File: src/rtl/packet_assembly_buffer_pkg.sv
// Shared flit/packet types and flit decode helpers for the packet assembly buffer.
// A packet is identified by its key; MAX_FLIT_NUM bounds both packet length and slot buffer depth.
package packet_assembly_buffer_pkg;

  localparam int KEY_W        = 4;
  localparam int DATA_W       = 16;
  localparam int MAX_FLIT_NUM = 4;
  localparam int TAIL_W       = $clog2(MAX_FLIT_NUM + 1);

  typedef enum logic [1:0] {
    FLIT_BODY     = 2'b00,
    FLIT_HEAD     = 2'b01,
    FLIT_TAIL     = 2'b10,
    FLIT_HEADTAIL = 2'b11
  } flit_kind_e;

  typedef logic [KEY_W-1:0] packet_key_t;

  typedef struct packed {
    flit_kind_e          kind;
    packet_key_t         key;
    logic [DATA_W-1:0]   data;
  } flit_t;

  typedef struct packed {
    packet_key_t                 key;
    logic [TAIL_W-1:0]           flit_count;
    flit_t [MAX_FLIT_NUM-1:0]    flits;
  } packet_element_t;

  typedef enum logic [1:0] {
    SLOT_FREE     = 2'b00,
    SLOT_FILLING  = 2'b01,
    SLOT_COMPLETE = 2'b10
  } slot_state_e;

  function automatic logic is_head(flit_t f);
    return (f.kind == FLIT_HEAD) || (f.kind == FLIT_HEADTAIL);
  endfunction

  function automatic logic is_tail(flit_t f);
    return (f.kind == FLIT_TAIL) || (f.kind == FLIT_HEADTAIL);
  endfunction

  function automatic packet_key_t get_packet_key(flit_t f);
    return f.key;
  endfunction

endpackage

File: src/rtl/completion_index_fifo.sv
// Small FIFO of slot indices, recording the order in which packets finished assembling.
// Depth equals the slot count, so it can never hold more entries than there are slots.
module completion_index_fifo #(
  parameter int DEPTH = 4,
  parameter int IDX_W = $clog2(DEPTH)
) (
  input  logic             nocclk,
  input  logic             rst_n,
  input  logic             push,
  input  logic [IDX_W-1:0] push_index,
  input  logic             pop,
  output logic             empty,
  output logic [IDX_W-1:0] head_index
);

  localparam int PTR_W = $clog2(DEPTH);
  localparam int CNT_W = PTR_W + 1;

  logic [IDX_W-1:0] entries [DEPTH];
  logic [PTR_W-1:0] rd_ptr;
  logic [PTR_W-1:0] wr_ptr;
  logic [CNT_W-1:0] count;
  logic             do_pop;

  assign empty      = (count == '0);
  assign head_index = entries[rd_ptr];
  assign do_pop     = pop && !empty;

  always_ff @(posedge nocclk) begin
    if (!rst_n) begin
      rd_ptr <= '0;
      wr_ptr <= '0;
      count  <= '0;
    end else begin
      if (push) begin
        entries[wr_ptr] <= push_index;
        wr_ptr          <= wr_ptr + 1'b1;
      end
      if (do_pop) begin
        rd_ptr <= rd_ptr + 1'b1;
      end
      count <= count + CNT_W'(push) - CNT_W'(do_pop);
    end
  end

endmodule

File: src/rtl/packet_assembly_buffer.sv
// Reassembles keyed flit streams into whole packets across SLOT_NUM slots and
// presents completed packets, in completion order, to the transfer stage.
module packet_assembly_buffer
  import packet_assembly_buffer_pkg::*;
#(
  parameter int SLOT_NUM       = 4,
  parameter int TIMEOUT_CYCLES = 1024,
  parameter int DROP_CNT_W     = 8
) (
  input  logic                  nocclk,
  input  logic                  rst_n,
  input  flit_t                 received_flit,
  input  logic                  received_flit_valid,
  output logic                  received_flit_ready,
  output packet_element_t       transfered_packet,
  output logic                  transfered_packet_valid,
  input  logic                  transfered_packet_completed,
  output logic [DROP_CNT_W-1:0] drop_count
);

  localparam int IDX_W   = $clog2(SLOT_NUM);
  localparam int TIMER_W = $clog2(TIMEOUT_CYCLES);
  localparam int BUF_W   = $clog2(MAX_FLIT_NUM);

  slot_state_e              slot_state [SLOT_NUM];
  packet_key_t              slot_key   [SLOT_NUM];
  flit_t [MAX_FLIT_NUM-1:0] slot_buf   [SLOT_NUM];
  logic [TAIL_W-1:0]        slot_tail  [SLOT_NUM];
  logic [TIMER_W-1:0]       slot_timer [SLOT_NUM];

  logic              flit_head, flit_tail, flit_fire;
  packet_key_t       flit_key;
  logic              any_free, match_hit;
  logic [IDX_W-1:0]  free_idx, match_idx, tgt_idx, head_idx;
  logic              slot_touch, slot_overflow, slot_write, flit_drop;
  logic [TAIL_W-1:0] wr_pos;
  logic [SLOT_NUM-1:0] timeout_hit;
  logic              fifo_push, fifo_pop, fifo_empty;

  // Heads need a free slot; body/tail flits are always taken so a full buffer never deadlocks.
  always_comb begin
    flit_head = is_head(received_flit);
    flit_tail = is_tail(received_flit);
    flit_key  = get_packet_key(received_flit);
    any_free  = 1'b0;
    free_idx  = '0;
    match_hit = 1'b0;
    match_idx = '0;
    for (int i = SLOT_NUM - 1; i >= 0; i--) begin
      if (slot_state[i] == SLOT_FREE) begin
        any_free = 1'b1;
        free_idx = IDX_W'(i);
      end
    end
    for (int i = 0; i < SLOT_NUM; i++) begin
      if (slot_state[i] == SLOT_FILLING && slot_key[i] == flit_key) begin
        match_hit = 1'b1;
        match_idx = IDX_W'(i);
      end
    end
    received_flit_ready = !flit_head || any_free;
    flit_fire     = received_flit_valid && received_flit_ready;
    slot_touch    = flit_fire && (flit_head || match_hit);
    tgt_idx       = (flit_head && !match_hit) ? free_idx : match_idx;
    slot_overflow = slot_touch && !flit_head &&
                    (slot_tail[match_idx] == TAIL_W'(MAX_FLIT_NUM));
    slot_write    = slot_touch && !slot_overflow;
    wr_pos        = flit_head ? '0 : slot_tail[match_idx];
    fifo_push     = slot_write && flit_tail;
    flit_drop     = flit_fire && ((flit_head && match_hit) ||
                                  (!flit_head && !match_hit) || slot_overflow);
    fifo_pop      = transfered_packet_completed && !fifo_empty;
    timeout_hit   = '0;
    for (int i = 0; i < SLOT_NUM; i++) begin
      timeout_hit[i] = (slot_state[i] == SLOT_FILLING) &&
                       !(slot_touch && tgt_idx == IDX_W'(i)) &&
                       (slot_timer[i] == TIMER_W'(TIMEOUT_CYCLES - 1));
    end
  end

  always_comb begin
    transfered_packet_valid = !fifo_empty;
    transfered_packet       = '0;
    if (!fifo_empty) begin
      transfered_packet.key        = slot_key[head_idx];
      transfered_packet.flit_count = slot_tail[head_idx];
      transfered_packet.flits      = slot_buf[head_idx];
    end
  end

  // A flit aimed at a slot takes priority over that slot's timeout in the same cycle.
  always_ff @(posedge nocclk) begin
    if (!rst_n) begin
      for (int i = 0; i < SLOT_NUM; i++) begin
        slot_state[i] <= SLOT_FREE;
        slot_key[i]   <= '0;
        slot_tail[i]  <= '0;
        slot_timer[i] <= '0;
      end
      drop_count <= '0;
    end else begin
      for (int i = 0; i < SLOT_NUM; i++) begin
        if (slot_touch && tgt_idx == IDX_W'(i)) begin
          slot_timer[i] <= '0;
          if (slot_overflow) begin
            slot_state[i] <= SLOT_FREE;
          end else begin
            slot_buf[i][wr_pos[BUF_W-1:0]] <= received_flit;
            slot_tail[i]  <= wr_pos + 1'b1;
            slot_key[i]   <= flit_key;
            slot_state[i] <= flit_tail ? SLOT_COMPLETE : SLOT_FILLING;
          end
        end else begin
          case (slot_state[i])
            SLOT_FREE: slot_timer[i] <= '0;
            SLOT_FILLING: begin
              if (timeout_hit[i]) begin
                slot_state[i] <= SLOT_FREE;
                slot_timer[i] <= '0;
              end else begin
                slot_timer[i] <= slot_timer[i] + 1'b1;
              end
            end
            SLOT_COMPLETE: begin
              if (fifo_pop && head_idx == IDX_W'(i)) slot_state[i] <= SLOT_FREE;
            end
            default: slot_state[i] <= SLOT_FREE;
          endcase
        end
      end
      if ((flit_drop || (|timeout_hit)) && drop_count != '1) begin
        drop_count <= drop_count + 1'b1;
      end
    end
  end

  completion_index_fifo #(
    .DEPTH (SLOT_NUM),
    .IDX_W (IDX_W)
  ) u_completion_fifo (
    .nocclk     (nocclk),
    .rst_n      (rst_n),
    .push       (fifo_push),
    .push_index (tgt_idx),
    .pop        (fifo_pop),
    .empty      (fifo_empty),
    .head_index (head_idx)
  );

endmodule
File: config.mk
export PLATFORM = sky130hd
export DESIGN_NAME = packet_assembly_buffer
export DESIGN_NICKNAME = d
export VERILOG_FILES = /design/src/rtl/packet_assembly_buffer_pkg.sv /design/src/rtl/completion_index_fifo.sv /design/src/rtl/packet_assembly_buffer.sv
export SDC_FILE = /design/constraint.sdc
export NUM_CORES = 1
export LEC_CHECK = 0
export ABC_AREA = 1
export CAP_MARGIN = 20
export CORE_MARGIN = 2
export CORE_UTILIZATION = 46
export DETAILED_ROUTE_END_ITERATION = 7
export HOLD_SLACK_MARGIN = 0.15
export PLACE_DENSITY = 0.77
export SLEW_MARGIN = 20
export SYNTH_ARGS = -nofsm -noshare
export SYNTH_HDL_FRONTEND = slang
export SYNTH_HIERARCHICAL = 1
export SYNTH_SLANG_ARGS = --single-unit
File: constraint.sdc
create_clock -name nocclk -period 4.75 [get_ports nocclk]
set_clock_uncertainty 0.15 [all_clocks]
set_input_delay 0.95 -clock nocclk [delete_from_list [all_inputs] [get_ports nocclk]]
set_output_delay 0.95 -clock nocclk [all_outputs]
set_load 0.05 [all_outputs]
==> metrics.cfg <==
[clock_tree]
clk_pin_slew_ns=0.06
cts_buffer_depth=3
cts_tree=yes
ctsResizeCount=0
post-cts-setup-buffers=0
cts-root-buf=clkbuf_16
clock_latency_ns=0.57
cts-buffers-inserted=44
cts_hold_buf=0
cts_sinks=453
htreeDepth=2

[finish]
final_nets=1623
fin_cells=2136
fin_area_um2=22400
drive_above_1_share=0.173
antenna_cells=0
area_delta_synth_final_pct=20.5

[synth]
ys_types=42
yosysSeqAreaShare=0.724
synth_top_area_cell=edfxtp_1
syn_area_um2=18600
synth.top_cell.area_share=0.705
yosys_warnings=6
syn_nets=1465
async_flop_share=0
synthTopCellsByCount=436 x edfxtp_1, 181 x nand2_1, 139 x nor2_1
netlist_instances=1421
syn_area_per_cell_um2=13.1
ys.flop_type=edfxtp_1
ys_seq_elements=453
synthTopCellsByArea=edfxtp_1 71%, a22oi_1 3.7%, nand2_1 3.7%
synth_edf_count=436
yosysMostFrequentCell=edfxtp_1

[sta]
totalNegativeSetupSlack_ns=0
maxSlewHeadroom=0.360
fmax_ghz=0.223
tightest_slew_ns=0.957
fin_crit_sh=0.945
fin_crit_ns=4.49
rsz0062_at_grt=false
slew_violations=0
setup_viol=0
setup_slack_ns=0.259
hold_viol=0

[routing]
drtIter0Drc=1447
ant_nets=0
vias=12400
wirelength_mm=46.8
via_per_inst=5.81
drc=0
firstDrtPassIters=6
routedWlPerCell_um=21.9

[critical_path]
crit_required_ns=3.65
start_kind=flip-flop
end_kind=output port
crit_arrival_ns=3.39
cp_top_family=buffers and inverters
path_depth=9
worst-path-buf-inv=4
crit_chain=inv_1 -> o21ai_0 -> o22ai_1 -> nand2_1 -> inv_2 -> buf_4 -> nand2_1 -> a31oi_1 -> buf_4
cpPeakStageDelay_ns=0.49
crit_path_top_delay_cell=inv_2
reg2reg_depth=14
critPathMaxFanout=23
setup.worst_path.class=flip-flop to output port

[run]
cap_violations=0

[place]
hpwl_mm=28.0
place_congestion=0.875
placed_cells=2058
place_area_um2=21000
pre_cts_slack_ns=-0.0166
portBuffers=130

[global_routing]
grt_pass1_vias=12100
antenna_found_initial=1
grt_pass1_wl_mm=69.4
grt_usage=0.220
globalRouteOverflowTotal=0
grt_max_degree=97

[power_and_ir_drop]
powerDensity_nw_per_um2=499
p_leak_nw=7.61
ir_worst_vdd_mv=0.396
power_w=0.0112

[floorplanning]
start_util=0.466
fp.dieW_um=205
ios=131
dieArea_um2=42000
coreArea_um2=39800
rows=73
die_y_um=205

[status]
outcome=finished clean

[hold_path]
worstHoldPathCells=2
hold_class=flip-flop to flip-flop

cells by family (layout without fill, tap and decap cells):
kind of cell / after synthesis / in the layout / share of synthesized area
flip-flops: 453 / 453 / 0.724
AND/OR/NAND/NOR: 517 / 517 / 0.130
adder cells (fa/ha/maj): 18 / 18 / 0.0125
AO/OA/AOI/OAI: 242 / 242 / 0.0871
buffers and inverters: 166 / 356 / 0.0349
XOR/XNOR: 25 / 25 / 0.0118
cells in the final DEF (no fill, tap or decap), types with 13 or more instances in the layout:
| cell type | n |
|---|---|
| inv_1 | 85 |
| nand3_1 | 128 |
| a22oi_1 | 91 |
| nand2_1 | 181 |
| clkbuf_1 | 13 |
| buf_12 | 42 |
| a31oi_1 | 93 |
| xor2_1 | 15 |
| nor2_2 | 23 |
| ha_1 | 17 |
| a21oi_1 | 24 |
| nor2_1 | 121 |
| o21ai_0 | 15 |
| edfxtp_1 | 436 |
| clkdlybuf4s50_1 | 35 |
| dfxtp_1 | 17 |
| buf_4 | 106 |
| clkbuf_16 | 45 |
final timing paths:
check              startpoint               endpoint  slack (ns)
max                 flip-flop  transfered_packet[16]        0.26
min             drop_count[1]          drop_count[1]        0.35
max reg2reg  slot_state[0][1]        slot_buf[3][18]        0.96
min reg2reg     drop_count[1]          drop_count[1]        0.35
routing by layer:
layer	wire, um	GRT usage	vias up
met4	1590	0.0814	0
met2	22800	0.361	634
met5	0	0	-
li1	-	-	5564
met3	4140	0.0414	90
met1	18300	0.291	6116
registers in the layout, summed over array words and instances (netlist names), 3 cells and up, named ones only:
| register | count |
|---|---|
| slot_state | 8 |
| u_completion_fifo/count | 3 |
| slot_timer | 40 |
| drop_count | 8 |
| slot_key | 16 |
| slot_tail | 12 |
| slot_buf | 352 |
| u_completion_fifo/entries | 8 |
final cells by class:
| cell class | count | area, um2 |
|---|---|---|
| clock buffer | 60 | 1200 |
| clock inverter | 18 | 170 |
| fill | 3120 | 17500 |
| inverter | 95 | 363 |
| multi-input combinational | 802 | 4550 |
| sequential | 453 | 13400 |
| tap | 525 | 657 |
| timing repair buffer | 183 | 1990 |
through the flow:
step / utilization / hold slack [ns]
floorplan: - / 0.298
global placement: 0.527 / 0.315
detailed placement: 0.527 / 0.340
CTS: 0.562 / 0.351
global route: 0.562 / 0.385
finish: 0.562 / 0.349
power breakdown:
group | internal [W] | leakage [nW] | switching, W
registers | 0.00445 | 4.22 | 0.0000425
logic | 0.000937 | 2.72 | 0.00237
clock network | 0.00189 | 0.667 | 0.00146
worst register-to-register path, stage by stage, from the launching register on:
cell and delay [ns]:
edfxtp_1 0.42, nor2_1 0.42, o21a_1 0.20, nand3_1 0.07, a2111oi_0 0.37, nor3_1 0.14
ha_1 0.21, nor2_1 0.14, inv_1 0.13, a21oi_4 0.21, nand2_2 0.11, inv_2 0.07
nand3_1 0.36, nor2_2 0.28, buf_12 0.20
Note: power is estimated with default switching activity, not from simulation.
